--- src/rtl/alu_pkg.sv ---
// Shared definitions for the ALU issue sequencer: opcodes, condition codes,
// flag bit positions, instruction field positions and the FSM state type.
package alu_pkg;

    // Opcodes
    localparam logic [3:0] OP_ADD   = 4'h0;
    localparam logic [3:0] OP_SUB   = 4'h1;
    localparam logic [3:0] OP_MUL   = 4'h2;
    localparam logic [3:0] OP_OR    = 4'h3;
    localparam logic [3:0] OP_AND   = 4'h4;
    localparam logic [3:0] OP_XOR   = 4'h5;
    localparam logic [3:0] OP_MOV   = 4'h6;
    localparam logic [3:0] OP_MOVI  = 4'h7;
    localparam logic [3:0] OP_SHIFT = 4'h8;
    localparam logic [3:0] OP_CMP   = 4'hB;

    // Condition codes
    localparam logic [3:0] COND_AL = 4'h0;
    localparam logic [3:0] COND_EQ = 4'h1;
    localparam logic [3:0] COND_NE = 4'h2;
    localparam logic [3:0] COND_CS = 4'h3;
    localparam logic [3:0] COND_CC = 4'h4;
    localparam logic [3:0] COND_MI = 4'h5;
    localparam logic [3:0] COND_PL = 4'h6;
    localparam logic [3:0] COND_VS = 4'h7;
    localparam logic [3:0] COND_VC = 4'h8;
    localparam logic [3:0] COND_HI = 4'h9;
    localparam logic [3:0] COND_LS = 4'hA;
    localparam logic [3:0] COND_GE = 4'hB;
    localparam logic [3:0] COND_LT = 4'hC;
    localparam logic [3:0] COND_GT = 4'hD;
    localparam logic [3:0] COND_LE = 4'hE;
    localparam logic [3:0] COND_NV = 4'hF;

    // Flag bit indices inside {N,Z,C,V}
    localparam int FLAG_N = 3;
    localparam int FLAG_Z = 2;
    localparam int FLAG_C = 1;
    localparam int FLAG_V = 0;

    // Instruction field positions
    localparam int F_COND_MSB = 31;
    localparam int F_COND_LSB = 28;
    localparam int F_OP_MSB   = 27;
    localparam int F_OP_LSB   = 24;
    localparam int F_S        = 23;
    localparam int F_SRC_MSB  = 22;
    localparam int F_SRC_LSB  = 20;
    localparam int F_RD_MSB   = 19;
    localparam int F_RD_LSB   = 16;
    localparam int F_RN_MSB   = 15;
    localparam int F_RN_LSB   = 12;
    localparam int F_RM_MSB   = 11;
    localparam int F_RM_LSB   = 8;
    localparam int F_SRB_MSB  = 7;
    localparam int F_SRB_LSB  = 3;
    localparam int F_IMM_MSB  = 15;
    localparam int F_IMM_LSB  = 0;

    typedef enum logic [1:0] {
        ST_IDLE   = 2'd0,
        ST_DECODE = 2'd1,
        ST_EXEC   = 2'd2,
        ST_WB     = 2'd3
    } issue_state_t;

    // Opcodes 1001, 1010 and 1100-1111 have no defined meaning
    function automatic logic is_illegal(input logic [3:0] op);
        return (op == 4'h9) || (op == 4'hA) || (op >= 4'hC);
    endfunction

endpackage

--- src/rtl/alu_cond_eval.sv ---
// Combinational condition-code evaluator: decides whether an instruction
// with the given condition executes under the current {N,Z,C,V} flags.
module alu_cond_eval
    import alu_pkg::*;
(
    input  logic [3:0] cond,
    input  logic [3:0] flags,
    output logic       pass
);

    logic n, z, c, v;

    assign n = flags[FLAG_N];
    assign z = flags[FLAG_Z];
    assign c = flags[FLAG_C];
    assign v = flags[FLAG_V];

    // Map each condition code onto its flag predicate
    always_comb begin
        pass = 1'b0;
        case (cond)
            COND_AL: pass = 1'b1;
            COND_EQ: pass = z;
            COND_NE: pass = !z;
            COND_CS: pass = c;
            COND_CC: pass = !c;
            COND_MI: pass = n;
            COND_PL: pass = !n;
            COND_VS: pass = v;
            COND_VC: pass = !v;
            COND_HI: pass = c && !z;
            COND_LS: pass = !c || z;
            COND_GE: pass = (n == v);
            COND_LT: pass = (n != v);
            COND_GT: pass = !z && (n == v);
            COND_LE: pass = z || (n != v);
            default: pass = 1'b0;
        endcase
    end

endmodule

--- src/rtl/alu_issue.sv ---
// ALU issue sequencer: accepts one instruction at a time, reads operands
// from a 16x32 register file, resolves the condition against the
// architectural flags, drives the external combinational ALU and writes the
// result back before reporting retirement.
// Optional build macro: ALU_ISSUE_PERF_CNT_EN adds retire/skip/illegal counters.
module alu_issue
    import alu_pkg::*;
#(
    parameter int NREGS = 16,
    parameter int DW    = 32
) (
    input  logic          clk,
    input  logic          rst,
    input  logic          instr_valid,
    output logic          instr_ready,
    input  logic [31:0]   instr,
    output logic [DW-1:0] alu_in1,
    output logic [DW-1:0] alu_in2,
    output logic [3:0]    alu_opcode,
    output logic [3:0]    alu_cond,
    output logic          alu_s,
    output logic [2:0]    alu_sr_cont,
    output logic [4:0]    alu_sr_bit,
    output logic [15:0]   alu_imm,
    input  logic [DW-1:0] alu_out,
    input  logic [3:0]    alu_flags,
    output logic [3:0]    flags,
    output logic          retire_valid,
    output logic [3:0]    retire_rd,
    output logic [DW-1:0] retire_data,
    output logic          retire_skipped,
    output logic          retire_illegal,
`ifdef ALU_ISSUE_PERF_CNT_EN
    output logic [31:0]   perf_retired,
    output logic [31:0]   perf_skipped,
    output logic [31:0]   perf_illegal,
`endif
    input  logic [3:0]    dbg_addr,
    output logic [DW-1:0] dbg_data
);

    issue_state_t state, state_next;

    logic [31:0]   instr_q;
    logic [DW-1:0] regs [NREGS];
    logic [3:0]    flags_q;
    logic          skip_q;
    logic          illegal_q;

    logic [3:0]    f_cond;
    logic [3:0]    f_op;
    logic          f_s;
    logic [2:0]    f_src;
    logic [3:0]    f_rd;
    logic [3:0]    f_rn;
    logic [3:0]    f_rm;
    logic [4:0]    f_srb;
    logic [15:0]   f_imm;

    logic          cond_pass;
    logic          op_illegal;
    logic          wr_en;
    logic          flag_en;

    assign f_cond = instr_q[F_COND_MSB:F_COND_LSB];
    assign f_op   = instr_q[F_OP_MSB:F_OP_LSB];
    assign f_s    = instr_q[F_S];
    assign f_src  = instr_q[F_SRC_MSB:F_SRC_LSB];
    assign f_rd   = instr_q[F_RD_MSB:F_RD_LSB];
    assign f_rn   = instr_q[F_RN_MSB:F_RN_LSB];
    assign f_rm   = instr_q[F_RM_MSB:F_RM_LSB];
    assign f_srb  = instr_q[F_SRB_MSB:F_SRB_LSB];
    assign f_imm  = instr_q[F_IMM_MSB:F_IMM_LSB];

    assign op_illegal = is_illegal(f_op);

    alu_cond_eval u_cond_eval (
        .cond  (f_cond),
        .flags (flags_q),
        .pass  (cond_pass)
    );

    // Conditions are resolved here, so the ALU never sees one
    assign alu_cond = 4'b0000;
    assign flags    = flags_q;
    assign dbg_data = regs[dbg_addr];

    // Write-back qualifiers: only executed instructions touch architectural state
    assign wr_en   = (state == ST_WB) && !illegal_q && !skip_q && (f_op != OP_CMP);
    assign flag_en = (state == ST_WB) && !illegal_q && !skip_q && (f_s || (f_op == OP_CMP));

    assign retire_valid   = (state == ST_WB);
    assign retire_rd      = (state == ST_WB) ? f_rd : 4'd0;
    assign retire_data    = wr_en ? alu_out : '0;
    assign retire_skipped = (state == ST_WB) && skip_q && !illegal_q;
    assign retire_illegal = (state == ST_WB) && illegal_q;

    // State register
    always_ff @(posedge clk) begin
        if (rst) begin
            state <= ST_IDLE;
        end else begin
            state <= state_next;
        end
    end

    // Next-state logic; skipped and illegal instructions bypass EXEC
    always_comb begin
        state_next  = state;
        instr_ready = 1'b0;
        case (state)
            ST_IDLE: begin
                instr_ready = 1'b1;
                if (instr_valid) begin
                    state_next = ST_DECODE;
                end
            end
            ST_DECODE: begin
                if (op_illegal || !cond_pass) begin
                    state_next = ST_WB;
                end else begin
                    state_next = ST_EXEC;
                end
            end
            ST_EXEC: state_next = ST_WB;
            ST_WB:   state_next = ST_IDLE;
            default: state_next = ST_IDLE;
        endcase
    end

    // Capture the instruction word on the accepting handshake
    always_ff @(posedge clk) begin
        if (rst) begin
            instr_q <= '0;
        end else if (state == ST_IDLE && instr_valid) begin
            instr_q <= instr;
        end
    end

    // Decode: record skip/illegal status and register the ALU controls so they stay stable through EXEC
    always_ff @(posedge clk) begin
        if (rst) begin
            skip_q      <= 1'b0;
            illegal_q   <= 1'b0;
            alu_in1     <= '0;
            alu_in2     <= '0;
            alu_opcode  <= '0;
            alu_s       <= 1'b0;
            alu_sr_cont <= '0;
            alu_sr_bit  <= '0;
            alu_imm     <= '0;
        end else if (state == ST_DECODE) begin
            illegal_q <= op_illegal;
            skip_q    <= !op_illegal && !cond_pass;
            if (!op_illegal && cond_pass) begin
                alu_in1     <= regs[f_rn];
                alu_in2     <= regs[f_rm];
                alu_opcode  <= f_op;
                alu_s       <= f_s;
                alu_sr_cont <= f_src;
                alu_sr_bit  <= f_srb;
                alu_imm     <= f_imm;
            end
        end
    end

    // Write-back of the ALU result and flags at the end of WB
    always_ff @(posedge clk) begin
        if (rst) begin
            for (int i = 0; i < NREGS; i++) begin
                regs[i] <= '0;
            end
            flags_q <= '0;
        end else begin
            if (wr_en) begin
                regs[f_rd] <= alu_out;
            end
            if (flag_en) begin
                flags_q <= alu_flags;
            end
        end
    end

`ifdef ALU_ISSUE_PERF_CNT_EN
    logic [31:0] perf_retired_q;
    logic [31:0] perf_skipped_q;
    logic [31:0] perf_illegal_q;

    assign perf_retired = perf_retired_q;
    assign perf_skipped = perf_skipped_q;
    assign perf_illegal = perf_illegal_q;

    // Free-running wrap-around counters of retirement outcomes
    always_ff @(posedge clk) begin
        if (rst) begin
            perf_retired_q <= '0;
            perf_skipped_q <= '0;
            perf_illegal_q <= '0;
        end else if (retire_valid) begin
            perf_retired_q <= perf_retired_q + 32'd1;
            if (retire_skipped) begin
                perf_skipped_q <= perf_skipped_q + 32'd1;
            end
            if (retire_illegal) begin
                perf_illegal_q <= perf_illegal_q + 32'd1;
            end
        end
    end
`endif

endmodule
--- config.mk ---
export PLATFORM = sky130hd
export DESIGN_NAME = alu_issue
export DESIGN_NICKNAME = d
export VERILOG_FILES = /design/src/rtl/alu_pkg.sv /design/src/rtl/alu_cond_eval.sv /design/src/rtl/alu_issue.sv
export SDC_FILE = /design/constraint.sdc
export NUM_CORES = 1
export LEC_CHECK = 0
export BUFFER_PORTS_ARGS = -buffer_cell sky130_fd_sc_hd__buf_2
export CELL_PAD_IN_SITES_DETAIL_PLACEMENT = 1
export CELL_PAD_IN_SITES_GLOBAL_PLACEMENT = 1
export CORE_MARGIN = 2
export CORE_UTILIZATION = 39
export DETAILED_ROUTE_END_ITERATION = 16
export MAX_ROUTING_LAYER = met4
export PLACE_DENSITY_LB_ADDON = 0.05
export SLEW_MARGIN = 20
export SYNTH_ARGS = -nofsm -noshare
export SYNTH_HDL_FRONTEND = slang
export SYNTH_SLANG_ARGS = --single-unit
--- constraint.sdc ---
create_clock -name clk -period 6.96 [get_ports clk]
set_clock_uncertainty 0.15 [all_clocks]
set_input_delay 0.348 -clock clk [delete_from_list [all_inputs] [get_ports clk]]
set_output_delay 0.348 -clock clk [all_outputs]
set_load 0.02 [all_outputs]
==> results of run 1 <==
[worst paths after layout]
kind / startpoint / to / slack [ns] / depth (start not counted)
setup reg to reg: state[0]$_SDFFE_PP0P_ / regs[8][16]$_SDFFCE_PN0P_ / 2.76 / 7
setup / recovery: state[0]$_SDFFE_PP0P_ / regs[8][16]$_SDFFCE_PN0P_ / 2.76 / 7
hold / removal: alu_out[27] / regs[14][27]$_SDFFCE_PN0P_ / 0.04 / 2
hold reg to reg: instr_q[22]$_SDFFE_PP0P_ / instr_q[22]$_SDFFE_PP0P_ / 0.31 / 2
[layout by cell type, fill, tap and decap left out, types with 11 or more instances in the layout]
master	n
and2_1	549
a21oi_1	122
buf_4	57
o31ai_1	24
edfxtp_1	512
mux2_2	61
mux4_2	416
clkbuf_1	25
dlygate4sd3_1	37
nor2_4	19
clkbuf_16	83
clkbuf_8	11
nor2b_1	68
nand4_1	24
dfxtp_1	124
nor2_1	12
buf_2	239
a22oi_1	129
nand2_1	72
[final cells by class]
type                            instances  area [sq um]
Clock inverter                         27         249.0
Timing Repair Buffer                  336          2042
Inverter                                4         15.01
Clock buffer                          117          2295
Fill cell                            9081         50340
Multi-Input combinational cell       1572         17010
Sequential cell                       640         17950
Tap cell                             1186          1484
Antenna cell                            1         2.502
[power groups by stage]
stage,clock network [mW],registers [mW],logic [mW]
after floorplan,0,4.53,1.20
after global placement,0,4.56,1.82
after detailed placement,0,4.58,1.85
after CTS,4.22,4.50,1.87
after global routing,4.35,4.52,1.96
final,4.14,4.50,1.85
[cells in the mapped netlist (3+ instances only)]
library cell / count
nand2b_1: 3
edfxtp_1: 512
a21oi_1: 122
or2_2: 16
mux2_1: 4
nor2_1: 31
buf_6: 6
clkbuf_1: 201
buf_4: 9
mux2i_1: 8
o31ai_1: 24
buf_1: 23
mux2_2: 61
mux4_2: 416
buf_2: 30
a22oi_1: 129
ha_1: 3
and2_1: 552
dfxtp_1: 128
inv_1: 3
nand2_1: 73
nor2b_1: 72
nand4_1: 24
[routing by layer]
| metal | track usage [%] | up-vias | share of wire [%] |
|---|---|---|---|
| li1 | - | 9946 | - |
| met1 | 35.64 | 12750 | 42 |
| met2 | 45.58 | 825 | 50 |
| met3 | 4.315 | 198 | 5.8 |
| met4 | 8.667 | 0 | 2.9 |
| met5 | - | - | 0 |
[flip-flops by register name, summed over array words and instances (netlist names)]
name and flops:
regs 512, alu_in1 32, alu_in2 32, instr_q 32
alu_imm 12, alu_opcode 4, alu_sr_bit 4, flags 4
alu_sr_cont 3, state 2, alu_s 1, illegal_q 1
skip_q 1
[kinds of logic after synthesis]
group	count (synthesis)	share of synthesized area [%]
buffers and inverters	273	3.181
other	1	0.01045
adders and majority gates	3	0.1047
DFF	640	50.01
xor gates and xnor gates	2	0.04885
muxes	489	28.38
and+or+nand+nor	785	13.04
AOI/OAI and AO/OA	289	5.222
[per-stage QoR]
| step | cells | hold slack [ns] | setup WS, ns | utilization (%) |
|---|---|---|---|---|
| after floorplan | 2485 | 0.2870 | 4.205 | - |
| after global placement | 3701 | 0.2968 | 2.477 | 41.69 |
| after detailed placement | 3701 | 0.3025 | 2.620 | 41.72 |
| after CTS | 3882 | 0.02420 | 2.724 | 44.90 |
| after global routing | 3882 | 0.07006 | 2.576 | 44.92 |
| final | 3883 | 0.03984 | 2.759 | 44.92 |
[repair_timing]
item                      CTS  global route
hold buffers               37             0
hold endpoints to repair   37             0
resized for setup           0             0
==> impl_results.md, run 1 <==
- Status: completed
- Logic gate share of total power: 17.7%
- Layout area overhead: 14.44%
- Gr ovfl total: 0
- Final setup fails: 0
- Clock buffer depth: 3
- Global-route wire length before repair: between 150000 and 200000 um
- Min Tclk post-route: 4.201 ns
- Initial antenna violation count: 4
- CTS Buf Count: 78
- P_sw: between 2 and 3 mW
- Design area: approximately 40000 sq um
- CTS tree: yes
- Worst-Skew Late Latency: about 0.65 ns
- Wirelength per Cell: about 33 um
- PwrDens: about 260 nW/um^2
- Core ar.: approximately 91000 sq um
- Die X: 307.3 um
- DR iter-0 viols: 2000
- Synth Area per Inst: approximately 14 sq um
- RSZ-0062 raised after global routing: false
- Fmax achieved: 238.1 MHz
- Nets@finish: about 2700
- HPWL Detailed: 74450 um
- Yosys cell types: 51
- Async SR Flop Fraction: 0%
- Top post-synthesis cells by area: edfxtp_1, mux4_2, and2_1
- CP Capture Type: flip-flop
- Synth warnings: 0
- Number of synthesized flops with an enable pin: about 510
- CP max FO: 33
- Row cnt: 111
- Hold Path Class: in -> reg
- Layout cells sized above 1: 34.83%
- Cell count after synthesis: 2482
- Worst path buffer plus inverter count: 1
- Max incr delay on CP: just under 0.9 ns
- CP Cell Sequence: ha_1 -> nor4b_1 -> nor2b_1 -> nand2_1 -> nor2_4 -> or2_2 -> buf_4
- Port bufs: 243
- Initial Utilization: 39.25%
- GPL Wtd Cong: approximately 0.8
- Slew @ Worst Pin: roughly 1.1 ns
- Sw frac: 28.45%
- Critical path required time: just over 7 ns
- Placed inst area: ~38000 sq um
- Setup bufs post-CTS: 0
- Via Count: between 20000 and 25000
- Main synth FF type: edfxtp_1
- Drt pass-1 iters: 5
- Critical path class: reg -> reg
- Max_cap viols: 0
- Die Y-Extent: 307.3 um
- Endpoints failing hold: 0
- Critical path data arrival time: between 4 and 5 ns
- Final wirelength: 126700 um
- Post-DRT Antenna Nets: 0
- Clock transition at path regs: 0.06 ns
- Fin crit share: about three fifths
- Slowest-stage cell, CP: nor2_4
- Vias in the first global route: 25260
- Flops & latches, synth: between 600 and 700
- Leak Pwr: 14.65 nW
- DRC: 0
- Sequential fraction of the synthesis area: 50.01%
- Total Power: between 10 and 15 mW
- Sequential share of power: between 40% and 50%
- Largest net degree at the start of global routing: between 80 and 90
- Vias per cell: 6.108
- Cell Area, Synth: roughly 36000 sq um
- Yosys top cell area share: between 40% and 50%
- Clock sinks: 640
- Htree depth: 3
- I/O pins: about 250
- Clk pwr share: 39.5%
- Die area: around 94000 sq um
- Worst relative slew slack: about 30%
- Clk root buf: clkbuf_16
- Synth area leader: edfxtp_1
- Max-slew violations: 0
- Top delay family on crit path: simple AND/OR/NAND/NOR gates
- Gr usage total: ~28%
- TNS Setup: 0 ns
- Setup crit start kind: flip-flop
- Worst IR drop on VDD: around 0.00016 V
- P_int: about 7.5 mW
Power figures use the tool's default switching activity.
==> run 2, diff against run 1 <==
Clock period 6.96 ns to 4.04 ns, I/O delays scaled along.
==> impl_results.md, run 2 (synthesis gave the netlist of run 1 again) <==
- Status: completed
- Largest net degree at the start of global routing: 67 (-20%)
- Die X: 307.3 um (unchanged)
- RSZ-0062 raised after global routing: false
- Largest register FFs: 512 (unchanged)
- Nets@finish: 2795 (+3.1%)
- Critical path class: reg -> reg
- DR iter-0 viols: 2363 (+18%)
- Core ar.: 91390 sq um (unchanged)
- Setup crit start kind: flip-flop
- CTS Buf Count: 79 (+1.3%)
- Final wirelength: 129000 um (+1.8%)
- Vias in the first global route: 25970 (+2.8%)
- Worst IR drop on VDD: 0.0002829 V (+79%)
- Hold Startpoint: alu_out[17]
- Fin crit share: 82.78% (+22 points)
- Die Y-Extent: 307.3 um (unchanged)
- Max_cap viols: 0 (unchanged)
- I/O pins: 248 (unchanged)
- GPL Wtd Cong: 0.8018 (-1.2%)
- Slowest-stage cell, CP: nor4b_1
- Max-slew violations: 0 (unchanged)
- Slew @ Worst Pin: 1.044 ns (-0.009994 ns)
- Flop2flop setup slack: 0.70 ns (-2.06 ns)
- Clock buffer depth: 3 (unchanged)
- Worst relative slew slack: 30.23% (+0.69 points)
- Critical path required time: 4.22 ns (-2.87 ns)
- Drt pass-1 iters: 5 (unchanged)
- Fmax achieved: 299.0 MHz (+26%)
- Clk root buf: clkbuf_16
- TNS Setup: 0 ns (unchanged)
- Initial Utilization: 39.25% (unchanged)
- Post-DRT Antenna Nets: 0 (unchanged)
- Reg2reg start: state[0]$_SDFFE_PP0P_
- Initial antenna violation count: 10 (+6)
- CP Cell Sequence: ha_1 -> nor4b_1 -> nor2b_1 -> nand2b_1 -> nor2_4 -> or2_2 -> buf_12
- DRC: 0 (unchanged)
- Critical path data arrival time: 3.52 ns (-0.81 ns)
- Final setup fails: 0 (unchanged)
- Commonest cells after routing, fill and taps aside: and2_1, edfxtp_1, mux4_2
- CP Capture Type: flip-flop
- Htree depth: 3 (unchanged)
- Vias per cell: 6.121 (+0.22%)
- Largest reg by FF count: regs
- Port bufs: 243 (unchanged)
- Worst-Skew Late Latency: 0.64 ns (about the same)
- Hold slack final: 0.02076 ns (-0.01909 ns)
- R2r endpoint: regs[3][6]$_SDFFCE_PN0P_
- Clock sinks: 640 (unchanged)
- Min Tclk post-route: 3.344 ns (-0.8563 ns)
- Die area: 94410 sq um (unchanged)
- CTS tree: yes
- Global-route wire length before repair: 187000 um (+2.6%)
- Layout area overhead: 17.09%
- Via Count: 24270 (+2.3%)
- CP max FO: 18 (-45%)
- Hold Crit Depth: 2 (unchanged)
- Hold Path Class: in -> reg
- Worst path buffer plus inverter count: 1 (unchanged)
- HPWL Detailed: 81640 um (+9.7%)
- Wirelength per Cell: 32.53 um (-0.30%)
- R2R depth: 7 (unchanged)
- Endpoints failing hold: 0 (unchanged)
- Max incr delay on CP: 0.76 ns (-0.11 ns)
- PwrDens: 431.5 nW/um^2 (+69%)
- Gr usage total: 28.35% (+0.56 points)
- Most common cell after layout, fill and taps aside: and2_1
- Top delay family on crit path: simple AND/OR/NAND/NOR gates
- Row cnt: 111 (unchanged)
- Layout cells sized above 1: 35.29% (+0.46 points)
- Clock transition at path regs: 0.06 ns (about the same)
- Gr ovfl total: 0 (unchanged)
- Hold Crit Endpoint: regs[14][17]$_SDFFCE_PN0P_
- Leak Pwr: 15.13 nW (+3.2%)
## run 2: cell types whose count changed in the layout (fill, tap and decap cells not counted), sizes merged
cell / before / now
inv: 8 / 3
dlygate4sd3: 37 / 72
clkbuf: 119 / 113
clkinv: 17 / 24
clkinvlp: 2 / 1
buf: 297 / 346
bufinv: 4 / 6
diode: 1 / 2
## run 2: final cells by class
cell class,count,area (sq um)
Sequential cell,640,17950
Antenna cell,2,5.005
Clock inverter,30,291.5
Tap cell,1186,1484
Fill cell,9043,49390
Multi-Input combinational cell,1572,16990
Timing Repair Buffer,420,3060
Inverter,4,15.01
Clock buffer,111,2200
## run 2: worst reg2reg max path, delay by kind of cell (launching register included)
kind	cells	cell delay, ns
fa+ha+maj	1	0.31
simple gates	5	1.94
flops	1	0.39
buf+inv	1	0.24
## run 2: report_power, final
part           leakage (nW)  switching (mW)  total (mW)  internal [mW]
registers              6.33           0.314        7.74           7.42
logic                  7.58            1.91        3.34           1.44
clock network          1.22            2.88        7.04           4.16
total                  15.1            5.10        18.1           13.0
## run 2: through the flow
| stage | utilization [%] | cells | instance area, sq um | setup WS (ns) | power (mW) |
|---|---|---|---|---|---|
| 3_3_place_gp | 42.43 | 3750 | 38770 | 0.6317 | 11.13 |
| 4_1_cts | 45.94 | 3963 | 41990 | 0.6425 | 18.30 |
| 5_1_grt | 45.95 | 3963 | 41990 | 0.5124 | 18.73 |
| 2_1_floorplan | - | 2485 | 35880 | 1.349 | 9.877 |
| 3_5_place_dp | 42.43 | 3750 | 38770 | 0.6611 | 11.19 |
| 6_report | 45.96 | 3965 | 42000 | 0.6958 | 18.12 |
## run 2: worst max path at each step
| stage | from | depth (start not counted) | slack (ns) | endpoint |
|---|---|---|---|---|
| global placement | state[0]$_SDFFE_PP0P_ | 7 | 0.63 | regs[3][3]$_SDFFCE_PN0P_ |
| floorplan | state[0]$_SDFFE_PP0P_ | 6 | 1.35 | regs[2][0]$_SDFFCE_PN0P_ |
| detailed placement | state[0]$_SDFFE_PP0P_ | 7 | 0.66 | regs[3][3]$_SDFFCE_PN0P_ |
| CTS | state[0]$_SDFFE_PP0P_ | 7 | 0.64 | regs[3][6]$_SDFFCE_PN0P_ |
| finish | state[0]$_SDFFE_PP0P_ | 7 | 0.70 | regs[3][6]$_SDFFCE_PN0P_ |
| global route | state[0]$_SDFFE_PP0P_ | 7 | 0.51 | regs[3][6]$_SDFFCE_PN0P_ |
## run 2: timing repair
| item | CTS | global route |
|---|---|---|
| hold buffers | 72 | 0 |
| gates resized for setup | 0 | 0 |
| setup buffers | 0 | 0 |
| hold endpoints to repair | 497 | 0 |
## run 2: per-layer routing
metal	global-route usage (%)	part of all wire (%)	vias to the layer above	wire length [um]
li1	-	-	10140	-
met3	3.544	5.9	224	7594
met4	8.088	2.8	0	3574
met2	46.98	50	947	65050
met1	36.81	41	12960	52750
met5	-	0	-	0
==> run 3, diff against run 2 <==
Clock period 4.04 ns to 3.44 ns, I/O delays scaled along.
==> impl_results.md, run 3 (synthesis gave the netlist of run 1 again) <==
- Min Tclk post-route: between 3 and 4 ns
- Drt pass-1 iters: 5 (unchanged)
- Global-route wire length before repair: 188200 um (+0.64%)
- Endpoints failing hold: 0 (unchanged)
- Layout cells sized above 1: 35.38% (+0.088 points)
- Logic gate share of total power: 19.1% (+0.6 points)
- P_sw: 6.102 mW (+20%)
- Post-DRT Antenna Nets: 0 (unchanged)
- Sw frac: 28.96% (+0.79 points)
- Largest register FFs: 512 (unchanged)
- Gr usage total: 28.71% (+0.36 points)
- CTS Buf Count: 80 (+1.3%)
- Vias per cell: 6.134 (+0.20%)
- Most common cell after layout, fill and taps aside: and2_1
- DRC: 0 (unchanged)
- Nets@finish: 2815 (+0.72%)
- Final setup fails: 0 (unchanged)
- Htree depth: 3 (unchanged)
- Hold Startpoint: instr[2]
- R2R depth: 8 (+1)
- Initial Utilization: 39.25% (unchanged)
- Hold Crit Endpoint: instr_q[2]$_SDFFE_PP0P_
- Core ar.: 91390 sq um (unchanged)
- Fillers: 9032 (-0.12%)
- Initial antenna violation count: 9 (-1)
- Clock transition at path regs: 0.05 ns (about the same)
- Layout area overhead: 17.61%
- Wirelength per Cell: 32.69 um (+0.50%)
- HPWL Detailed: 81200 um (-0.54%)
- Row cnt: 111 (unchanged)
- Critical path required time: 3.12 ns (-1.10 ns)
- Status: completed
- GPL Wtd Cong: 0.8095 (+0.96%)
- CTS tree: yes
- Clk pwr share: 38.0% (-0.9 points)
- Worst IR drop on VDD: 0.0003610 V (+28%)
- Worst Setup Slack, final: 0.2712 ns (-0.4246 ns)
- I/O pins: 248 (unchanged)
- DR iter-0 viols: 2260 (-4.4%)
- Final Core Density: 46.16% (+0.21 points)
- Sequential share of power: 42.9% (+0.2 points)
- Worst relative slew slack: 31.90% (+1.7 points)
- Fmax achieved: 315.6 MHz
- Max_cap viols: 0 (unchanged)
- Die X: 307.3 um (unchanged)
- Critical path data arrival time: 2.85 ns (-0.67 ns)
- Slew @ Worst Pin: 1.021 ns (-0.02297 ns)
- Multi-input combinational cell area: 16990 sq um (about the same)
- Port bufs: 243 (unchanged)
- Slowest-stage cell, CP: nor2_4
- Reg2reg start: state[0]$_SDFFE_PP0P_
- Flop2flop setup slack: 0.43 ns (-0.27 ns)
- Worst-Skew Late Latency: 0.67 ns (+0.03 ns)
- Via Count: 24490 (+0.89%)
- CP Cell Sequence: and4b_1 -> nor2_4 -> buf_4 -> and2_1 -> buf_2
- TNS Setup: 0 ns (unchanged)
- Max incr delay on CP: 0.76 ns (about the same)
- Final wirelength: 130500 um (+1.2%)
- Die Y-Extent: 307.3 um (unchanged)
- Largest reg by FF count: regs
- CP Capture Type: output pin
- Total Power: 21.07 mW (+16%)
- Placed inst area: 38930 sq um (+0.39%)
- Top delay family on crit path: simple AND/OR/NAND/NOR gates
- Worst path buffer plus inverter count: 2 (+1)
- RSZ-0062 raised after global routing: false
- Clk root buf: clkbuf_16
- Largest net degree at the start of global routing: 115 (+72%)
- Post-cts sizing count: 0 (unchanged)
- Commonest cells after routing, fill and taps aside: and2_1, edfxtp_1, mux4_2
- Vias in the first global route: 25970 (-0.019%)
- Max-slew violations: 0 (unchanged)
- PwrDens: 499.5 nW/um^2 (+16%)
- Leak Pwr: 15.23 nW (+0.69%)
- R2r endpoint: regs[2][24]$_SDFFCE_PN0P_
- Clock sinks: 640 (unchanged)
- P_int: 14.97 mW (+15%)
- Hold Crit Depth: 4 (+2)
- WP depth: 5 (-2)
- Fin crit share: 92.12%
- CP max FO: 14 (-4)
- Gr ovfl total: 0 (unchanged)
- Critical path class: reg -> out
- Clock buffer depth: 3 (unchanged)
- Pre-CTS setup slack: 0.4087 ns (-0.2524 ns)
- Reg area: 17950 sq um (unchanged)
- Setup crit start kind: flip-flop
- Hold Path Class: in -> reg
- Die area: 94410 sq um (unchanged)
- Design area: 42190 sq um (+0.45%)
[run 3: changes by cell type in the layout (fill, tap and decap cells not counted), moves of 2 or more]
cell           delta
clkbuf_1          +9
buf_4             +2
inv_6             +4
clkinv_1          -5
bufinv_16         -5
clkinv_8          +3
dlygate4sd3_1    +10
clkinv_2          +4
buf_12            +7
[run 3: power groups by stage]
stage	logic (mW)	registers [mW]	clock network, mW
after global placement	3.93	9.17	0
final	4.03	9.05	8.00
after detailed placement	3.97	9.21	0
after global routing	4.26	9.10	8.44
after floorplan	2.43	9.16	0
after CTS	4.06	9.05	8.18
[run 3: cell type report]
type / instances / share of cell area (%)
Clock inverter: 30 / 0.5161
Multi-Input combinational cell: 1572 / 40.27
Sequential cell: 640 / 42.56
Clock buffer: 119 / 5.235
Timing Repair Buffer: 439 / 7.860
Inverter: 4 / 0.03559
Antenna cell: 2 / 0.01186
Tap cell: 1186 / 3.518
[run 3: how the worst max path moves through the flow]
stage	from	end	slack, ns
after global placement	state[0]$_SDFFE_PP0P_	regs[2][26]$_SDFFCE_PN0P_	0.50
after floorplan	state[0]$_SDFFE_PP0P_	regs[2][0]$_SDFFCE_PN0P_	0.75
after detailed placement	state[0]$_SDFFE_PP0P_	regs[2][26]$_SDFFCE_PN0P_	0.41
final	instr_q[26]$_SDFFE_PP0P_	retire_data[15]	0.27
after global routing	state[0]$_SDFFE_PP0P_	retire_data[10]	0.19
after CTS	state[0]$_SDFFE_PP0P_	retire_data[10]	0.26
[run 3: worst reg2reg max path, stage by stage (launching register included)]
cell and delay, ns:
dfxtp_1 0.41, ha_1 0.19, nor4b_1 0.40, buf_4 0.21
nor2b_1 0.21, nand2b_1 0.27, nor2_4 0.18, or2_2 0.14
buf_4 0.46
[run 3: timing repair]
action                                 CTS  global route
hold buffers                            82             0
buffers inserted                         0             0
endpoints found under the hold margin  558             0
[run 3: per-stage QoR]
| step | hold slack, ns | instances |
|---|---|---|
| final | 0.1629 | 3992 |
| after floorplan | 0.1580 | 2485 |
| after detailed placement | 0.2738 | 3759 |
| after global routing | 0.1592 | 3991 |
| after CTS | 0.1092 | 3990 |
| after global placement | 0.2538 | 3759 |
[run 3: routing by layer]
| metal | global-route usage, % | up-vias | routed length [um] |
|---|---|---|---|
| met4 | 8.032 | 0 | 3611 |
| li1 | - | 10170 | - |
| met2 | 47.36 | 936 | 65400 |
| met3 | 4.370 | 201 | 7678 |
| met5 | - | - | 0 |
| met1 | 37.03 | 13180 | 53810 |
